[config.mk]
export PLATFORM = sky130hd
export DESIGN_NAME = duart_bus_master_flat
export DESIGN_NICKNAME = d
export VERILOG_FILES = /design/src/rtl/duart_bus_pkg.sv /design/src/rtl/duart_bus_master_if.sv /design/src/rtl/duart_sync2.sv /design/src/rtl/duart_bus_master.sv /design/src/flat_wrapper.sv
export SDC_FILE = /design/constraint.sdc
export NUM_CORES = 1
export LEC_CHECK = 0
export ABC_AREA = 1
export BUFFER_PORTS_ARGS = -buffer_cell sky130_fd_sc_hd__buf_2
export CAP_MARGIN = 10
export CORE_AREA = 4 4 69 58
export CTS_CLUSTER_DIAMETER = 30
export DETAILED_ROUTE_END_ITERATION = 10
export DIE_AREA = 0 0 73 62
export HOLD_SLACK_MARGIN = 0.15
export PLACE_DENSITY = 0.76
export SLEW_MARGIN = 20
export SYNTH_ARGS = -nofsm -noshare
export SYNTH_HDL_FRONTEND = slang
export SYNTH_HIERARCHICAL = 1
export SYNTH_SLANG_ARGS = --single-unit
export TNS_END_PERCENT = 100
[constraint.sdc]
create_clock -name clk -period 1.9 [get_ports clk]
set_input_delay 0.38 -clock clk [delete_from_list [all_inputs] [get_ports clk]]
set_output_delay 0.38 -clock clk [all_outputs]
set_load 0.05 [all_outputs]
[src/rtl/duart_bus_pkg.sv]
// rtl/duart_bus_pkg.sv - shared types and constants for the DUART bus master (DUART_DTACK_EN widens the counter)
package duart_bus_pkg;

`ifdef DUART_DTACK_EN
    localparam int CNT_W = 8;
`else
    localparam int CNT_W = 4;
`endif

    typedef enum logic [2:0] {
        ST_IDLE,
        ST_SETUP,
        ST_STROBE,
        ST_HOLD,
        ST_RECOVER
    } state_t;

    localparam logic [3:0] REG_MRA        = 4'd0;
    localparam logic [3:0] REG_SRA_CSRA   = 4'd1;
    localparam logic [3:0] REG_CRA        = 4'd2;
    localparam logic [3:0] REG_RBA_TBA    = 4'd3;
    localparam logic [3:0] REG_ACR        = 4'd4;
    localparam logic [3:0] REG_ISR_IMR    = 4'd5;
    localparam logic [3:0] REG_CTU        = 4'd6;
    localparam logic [3:0] REG_CTL        = 4'd7;
    localparam logic [3:0] REG_MRB        = 4'd8;
    localparam logic [3:0] REG_SRB_CSRB   = 4'd9;
    localparam logic [3:0] REG_CRB        = 4'd10;
    localparam logic [3:0] REG_RBB_TBB    = 4'd11;
    localparam logic [3:0] REG_IVR        = 4'd12;
    localparam logic [3:0] REG_IP_OPCR    = 4'd13;
    localparam logic [3:0] REG_SCC_SOPBC  = 4'd14;
    localparam logic [3:0] REG_STC_ROPBC  = 4'd15;

    // Phase counter counts down to zero, so a phase of n cycles loads n-1.
    function automatic logic [CNT_W-1:0] cnt_load(input int n);
        return CNT_W'(n - 1);
    endfunction

endpackage

[src/rtl/duart_bus_master_if.sv]
// rtl/duart_bus_master_if.sv - request/response and DUART register-bus signals (DUART_DTACK_EN adds dtack_n)
interface duart_bus_master_if;
    logic       req_valid;
    logic       req_ready;
    logic       req_rnw;
    logic [3:0] req_addr;
    logic [7:0] req_wdata;
    logic       rsp_valid;
    logic [7:0] rsp_rdata;
    logic       rsp_err;
    logic [3:0] a;
    logic       r_w;
    logic       cs;
    logic [7:0] data_out;
    logic       data_oe;
    logic [7:0] data_in;
    logic       int_n;
    logic       int_pend;
`ifdef DUART_DTACK_EN
    logic       dtack_n;
`endif

    modport master (
        input  req_valid, req_rnw, req_addr, req_wdata, data_in, int_n,
`ifdef DUART_DTACK_EN
        input  dtack_n,
`endif
        output req_ready, rsp_valid, rsp_rdata, rsp_err,
        output a, r_w, cs, data_out, data_oe, int_pend
    );

    modport slave (
        output req_valid, req_rnw, req_addr, req_wdata, data_in, int_n,
`ifdef DUART_DTACK_EN
        output dtack_n,
`endif
        input  req_ready, rsp_valid, rsp_rdata, rsp_err,
        input  a, r_w, cs, data_out, data_oe, int_pend
    );
endinterface

[src/rtl/duart_sync2.sv]
// rtl/duart_sync2.sv - two-flop synchroniser for active-low DUART strobes, resets to 1 (inactive)
module duart_sync2 (
    input  logic clk,
    input  logic rst_n,
    input  logic d,
    output logic q
);
    logic meta;

    always_ff @(posedge clk or negedge rst_n) begin
        if (!rst_n) begin
            meta <= 1'b1;
            q    <= 1'b1;
        end else begin
            meta <= d;
            q    <= meta;
        end
    end
endmodule

[src/rtl/duart_bus_master.sv]
// rtl/duart_bus_master.sv - MC68681 register-bus initiator; DUART_DTACK_EN enables DTACK-extended strobes
module duart_bus_master
    import duart_bus_pkg::*;
#(
    parameter int SETUP_CYC   = 2,
    parameter int STROBE_CYC  = 4,
    parameter int HOLD_CYC    = 1,
    parameter int RECOVER_CYC = 2
`ifdef DUART_DTACK_EN
   ,parameter int TIMEOUT_CYC = 64
`endif
) (
    input logic                clk,
    input logic                rst_n,
    duart_bus_master_if.master bus
);

    state_t           state;
    logic [CNT_W-1:0] cnt;
    logic             int_s;
    logic             strobe_end;
    logic             end_err;

    duart_sync2 u_int_sync (.clk(clk), .rst_n(rst_n), .d(bus.int_n), .q(int_s));
    assign bus.int_pend = ~int_s;

`ifdef DUART_DTACK_EN
    logic dtack_s;
    logic waiting;

    duart_sync2 u_dtack_sync (.clk(clk), .rst_n(rst_n), .d(bus.dtack_n), .q(dtack_s));

    // After the minimum strobe, keep CS low until DTACK is seen or the timeout phase runs out.
    always_comb begin
        strobe_end = 1'b0;
        end_err    = 1'b0;
        if (state == ST_STROBE) begin
            if (!dtack_s && (cnt == '0 || waiting)) begin
                strobe_end = 1'b1;
            end else if (cnt == '0 && waiting) begin
                strobe_end = 1'b1;
                end_err    = 1'b1;
            end
        end
    end
`else
    assign strobe_end  = (state == ST_STROBE) && (cnt == '0);
    assign end_err     = 1'b0;
    assign bus.rsp_err = 1'b0;
`endif

    always_ff @(posedge clk or negedge rst_n) begin
        if (!rst_n) begin
            state         <= ST_IDLE;
            cnt           <= '0;
            bus.req_ready <= 1'b0;
            bus.rsp_valid <= 1'b0;
            bus.rsp_rdata <= 8'h00;
            bus.a         <= 4'h0;
            bus.r_w       <= 1'b1;
            bus.cs        <= 1'b1;
            bus.data_out  <= 8'h00;
            bus.data_oe   <= 1'b0;
`ifdef DUART_DTACK_EN
            waiting       <= 1'b0;
            bus.rsp_err   <= 1'b0;
`endif
        end else begin
            bus.rsp_valid <= 1'b0;
            case (state)
                ST_IDLE: begin
                    bus.req_ready <= 1'b1;
                    if (bus.req_valid && bus.req_ready) begin
                        bus.req_ready <= 1'b0;
                        state         <= ST_SETUP;
                        cnt           <= cnt_load(SETUP_CYC);
                        bus.a         <= bus.req_addr;
                        bus.r_w       <= bus.req_rnw;
                        bus.data_oe   <= ~bus.req_rnw;
                        bus.data_out  <= bus.req_wdata;
                        bus.cs        <= 1'b1;
                    end
                end
                ST_SETUP: begin
                    if (cnt == '0) begin
                        state  <= ST_STROBE;
                        cnt    <= cnt_load(STROBE_CYC);
                        bus.cs <= 1'b0;
`ifdef DUART_DTACK_EN
                        waiting <= 1'b0;
`endif
                    end else begin
                        cnt <= cnt - CNT_W'(1);
                    end
                end
                ST_STROBE: begin
                    if (strobe_end) begin
                        bus.cs        <= 1'b1;
                        bus.rsp_valid <= 1'b1;
                        if (end_err)
                            bus.rsp_rdata <= 8'hFF;
                        else if (bus.r_w)
                            bus.rsp_rdata <= bus.data_in;
`ifdef DUART_DTACK_EN
                        bus.rsp_err <= end_err;
`endif
                        if (HOLD_CYC > 0) begin
                            state <= ST_HOLD;
                            cnt   <= cnt_load(HOLD_CYC);
                        end else if (RECOVER_CYC > 0) begin
                            state       <= ST_RECOVER;
                            cnt         <= cnt_load(RECOVER_CYC);
                            bus.r_w     <= 1'b1;
                            bus.data_oe <= 1'b0;
                        end else begin
                            state         <= ST_IDLE;
                            bus.r_w       <= 1'b1;
                            bus.data_oe   <= 1'b0;
                            bus.req_ready <= 1'b1;
                        end
                    end
`ifdef DUART_DTACK_EN
                    else if (cnt == '0) begin
                        waiting <= 1'b1;
                        cnt     <= cnt_load(TIMEOUT_CYC);
                    end
`endif
                    else begin
                        cnt <= cnt - CNT_W'(1);
                    end
                end
                ST_HOLD: begin
                    if (cnt == '0) begin
                        bus.r_w     <= 1'b1;
                        bus.data_oe <= 1'b0;
                        if (RECOVER_CYC > 0) begin
                            state <= ST_RECOVER;
                            cnt   <= cnt_load(RECOVER_CYC);
                        end else begin
                            state         <= ST_IDLE;
                            bus.req_ready <= 1'b1;
                        end
                    end else begin
                        cnt <= cnt - CNT_W'(1);
                    end
                end
                ST_RECOVER: begin
                    // Ready is raised on entry so IDLE costs exactly one cycle back-to-back.
                    if (cnt == '0) begin
                        state         <= ST_IDLE;
                        bus.req_ready <= 1'b1;
                    end else begin
                        cnt <= cnt - CNT_W'(1);
                    end
                end
                default: state <= ST_IDLE;
            endcase
        end
    end

endmodule
[src/flat_wrapper.sv]
// flat-port wrapper written by rule: the top's interface ports become plain ports
module duart_bus_master_flat import duart_bus_pkg::*;
#(
    parameter int SETUP_CYC   = 2,
    parameter int STROBE_CYC  = 4,
    parameter int HOLD_CYC    = 1,
    parameter int RECOVER_CYC = 2

)
  (clk, rst_n, bus_req_valid, bus_req_rnw, bus_req_addr, bus_req_wdata, bus_data_in, bus_int_n, bus_req_ready, bus_rsp_valid, bus_rsp_rdata, bus_rsp_err, bus_a, bus_r_w, bus_cs, bus_data_out, bus_data_oe, bus_int_pend);
  duart_bus_master_if bus_i ();
  input logic clk;
  input logic rst_n;
  input wire logic [$bits(bus_i.req_valid)-1:0] bus_req_valid;
  input wire logic [$bits(bus_i.req_rnw)-1:0] bus_req_rnw;
  input wire logic [$bits(bus_i.req_addr)-1:0] bus_req_addr;
  input wire logic [$bits(bus_i.req_wdata)-1:0] bus_req_wdata;
  input wire logic [$bits(bus_i.data_in)-1:0] bus_data_in;
  input wire logic [$bits(bus_i.int_n)-1:0] bus_int_n;
  output wire logic [$bits(bus_i.req_ready)-1:0] bus_req_ready;
  output wire logic [$bits(bus_i.rsp_valid)-1:0] bus_rsp_valid;
  output wire logic [$bits(bus_i.rsp_rdata)-1:0] bus_rsp_rdata;
  output wire logic [$bits(bus_i.rsp_err)-1:0] bus_rsp_err;
  output wire logic [$bits(bus_i.a)-1:0] bus_a;
  output wire logic [$bits(bus_i.r_w)-1:0] bus_r_w;
  output wire logic [$bits(bus_i.cs)-1:0] bus_cs;
  output wire logic [$bits(bus_i.data_out)-1:0] bus_data_out;
  output wire logic [$bits(bus_i.data_oe)-1:0] bus_data_oe;
  output wire logic [$bits(bus_i.int_pend)-1:0] bus_int_pend;
  assign bus_i.req_valid = bus_req_valid;
  assign bus_i.req_rnw = bus_req_rnw;
  assign bus_i.req_addr = bus_req_addr;
  assign bus_i.req_wdata = bus_req_wdata;
  assign bus_i.data_in = bus_data_in;
  assign bus_i.int_n = bus_int_n;
  assign bus_req_ready = bus_i.req_ready;
  assign bus_rsp_valid = bus_i.rsp_valid;
  assign bus_rsp_rdata = bus_i.rsp_rdata;
  assign bus_rsp_err = bus_i.rsp_err;
  assign bus_a = bus_i.a;
  assign bus_r_w = bus_i.r_w;
  assign bus_cs = bus_i.cs;
  assign bus_data_out = bus_i.data_out;
  assign bus_data_oe = bus_i.data_oe;
  assign bus_int_pend = bus_i.int_pend;
  duart_bus_master #(.SETUP_CYC(SETUP_CYC), .STROBE_CYC(STROBE_CYC), .HOLD_CYC(HOLD_CYC), .RECOVER_CYC(RECOVER_CYC)) u_core (.clk(clk), .rst_n(rst_n), .bus(bus_i));
endmodule
==> run_results.csv <==
group,metric,value,unit
outcome,outcome,"finished, final reports clean",
clock_network,cts_made_buffers,5,
route,wl_per_cell,11.6,um
worst_setup_path,crit_arrival,1.86,ns
cells_and_area,final_util,0.580,
cells_and_area,drive_above_1_share,0.300,
flow_run,maxCapViolations,0,
route,drt_iter0_drc,62,
floorplan,io_pins,52,
placement,postPlaceCellArea,1850,um2
yosys,ys_seq_elements,34,
floorplan,rows,19,
hold_path,hold_path.class,"in2reg",
timing,hold_viol,0,
global_route,antenna_found_initial,0,
route,vias_per_cell,4.79,
clock_network,clk_latency,0.27,ns
yosys,avgSynthCellArea,8.21,um2
global_route,grt_pass1_vias,1254,
cells_and_area,fin_area,1950,um2
clock_network,post_cts_buffers,0,
floorplan,dieArea,4530,um2
power_and_ir_drop,ir_drop,1.04,mV
clock_network,cts_sinks,34,
yosys,synthTopCellsByArea,"dfrtp_1 (48%), nand2_1 (21%), dfstp_2 (6.7%)",
power_and_ir_drop,power_density,2110,nW/um2
power_and_ir_drop,switching_power,2200,uW
timing,setup_viol_count_final,0,
cells_and_area,fin_nets,273,
timing,fin_tns_setup,0,ns
timing,drv_slew,0,
timing,period_needed,1.69,ns
route,wl,3340,um
power_and_ir_drop,p_leak,0.00112,uW
worst_setup_path,crit_top_cell,"nand2_1",
timing,worst_hold_slack,0.203,ns
cells_and_area,final_common_cell,"nand2_1",
route,ant_nets,0,
global_route,track_usage,0.158,
worst_setup_path,critPathTopFamily,"simple AND/OR/NAND/NOR gates",
placement,place_hpwl,2500,um
worst_setup_path,worst-setup-path-type,"reg2reg",
route,drtPass1Iterations,4,
placement,port_buffers,50,
power_and_ir_drop,clock_power_share,0.119,
route,drc_errors,0,
worst_setup_path,critical_path.slowest_cell,"dfrtp_1",
yosys,synth_cells,191,
floorplan,initial_utilization,0.468,
worst_setup_path,path_cells,"inv_1 > ha_1 > nand2_1 > buf_4 > a21oi_1 > nor2_1 > inv_2 > nand2_1 > nand2_1",
worst_setup_path,end_kind,"register",
clock_network,cts-root-to-sink-buffers,2,
cells_and_area,diodes,0,
yosys,synth_area,1570,um2
worst_setup_path,critPathRequiredTime,2.06,ns
cells_and_area,synthToLayoutAreaGrowth,24.1,%
floorplan,core_area,3350,um2
yosys,yosys.area.top_type,"dfrtp_1",
power_and_ir_drop,seqPwrFrac,0.319,
route,vias,1384,
yosys,syn-num-nets,218,
timing,min_period_over_period,0.892,
power_and_ir_drop,combPwrFrac,0.562,
worst_setup_path,crit_fanout,8,
clock_network,cts_tree,"built",
clock_network,htree_levels,2,
floorplan,die_h,62,um
global_route,grt_max_degree,35,
cells_and_area,final_cell_mix,"nand2_1 (88), buf_2 (50), dfrtp_1 (30), nand3_1 (17), nor2_1 (9)",
yosys,yosysTopAreaCellShare,0.479,
worst_setup_path,critPathLaunchType,"register",
yosys,ys_types,26,
global_route,grt_overflow,0,
worst_setup_path,slowest_delay,0.39,ns
placement,gp_congestion,0.897,
timing,rsz0062_at_grt,"no",
floorplan,die_w,73,um
yosys,yosys_warnings,6,
timing,fmax,590,MHz
power_and_ir_drop,p_int,1900,uW
clock_network,cts-root-buf,"clkbuf_8",
power_and_ir_drop,power.share.switching,0.537,
timing,finalClockSkew,0.00190,ns
yosys,ys_seq_area_frac,0.546,
global_route,grt_pass1_wl,5420,um
worst_setup_path,path_buf_inv,3,
clock_network,clk_pin_slew,0.06,ns
sequential cells by signal, summed over array words and instances, names as in the netlist, 3 cells and up:
signal,count
u_core/bus.a,4
u_core/cnt,4
u_core/bus.data_out,8
u_core/bus.rsp_rdata,8
u_core/state,3
cell usage after synthesis (all sizes together):
master and count:
nand2 90, ha 2, xor2 1, o21ai 8
nand3 17, buf 6, a21oi 5, o21a 1
inv 12, o211ai 1, dfrtp 30, nor3 2
dfstp 4, conb 1, nor2 11
metrics by stage:
stage	cells	setup WS [ns]	total power, uW
6_report	289	0.205	4100
5_1_grt	289	0.0410	4410
4_1_cts	289	0.226	4130
3_5_place_dp	280	0.248	3630
3_3_place_gp	280	0.289	3590
2_1_floorplan	191	0.390	3100
path summary, 6_finish.rpt:
| check | startpoint | end | slack (ns) | cells after the start |
|---|---|---|---|---|
| worst max-delay path | u_core/cnt[0] | u_core/cnt[2] | 0.21 | 9 |
| worst min register to register | u_core/u_int_sync/meta | u_core/u_int_sync/q | 0.36 | 0 |
| worst min-delay path | bus_int_n | u_core/u_int_sync/meta | 0.20 | 1 |
| max in group asynchronous | rst_n | u_core/bus.cs | 0.91 | 3 |
| worst max register to register | u_core/cnt[0] | u_core/cnt[2] | 0.21 | 9 |
| min in group asynchronous | rst_n | u_core/state[1] | 0.65 | 3 |
kinds of logic (layout without fill, tap and decap cells):
group / count (synthesis) / after routing / share of synthesized area
fa+ha+maj: 2 / 2 / 0.0160
flops: 34 / 34 / 0.546
other cells: 1 / 1 / 0.00239
xor+xnor: 1 / 1 / 0.00559
simple gates: 120 / 120 / 0.322
buf+inv: 18 / 74 / 0.0543
compound gates: 15 / 15 / 0.0535
layer usage:
| metal | wire (um) | GRT usage |
|---|---|---|
| met3 | 171 | 0.0386 |
| met4 | 30 | 0.0711 |
| met1 | 1560 | 0.209 |
| met2 | 1580 | 0.247 |
| met5 | 0 | 0 |
power by group through the flow:
stage          clock [uW]  sequential [uW]  combinational, uW
5_1_grt               534             1350               2530
3_3_place_gp            0             1310               2280
6_report              488             1310               2300
2_1_floorplan           0             2110                993
4_1_cts               505             1310               2310
3_5_place_dp            0             1320               2310
final cells by class:
class                   count  area [um2]
repair buffers             54         283
multi-input cells         139         627
well taps                  42        52.6
clock inverters             2        10.0
fillers                   323        1410
clock buffers               6        72.6
flip-flops and latches     34         856
inverters                  12        45.0
timing repair:
action | CTS | global route
hold endpoints to repair | 30 | 0
hold buffers | 1 | 0
resized for setup | 0 | 0
Power figures use the tool's default switching activity.
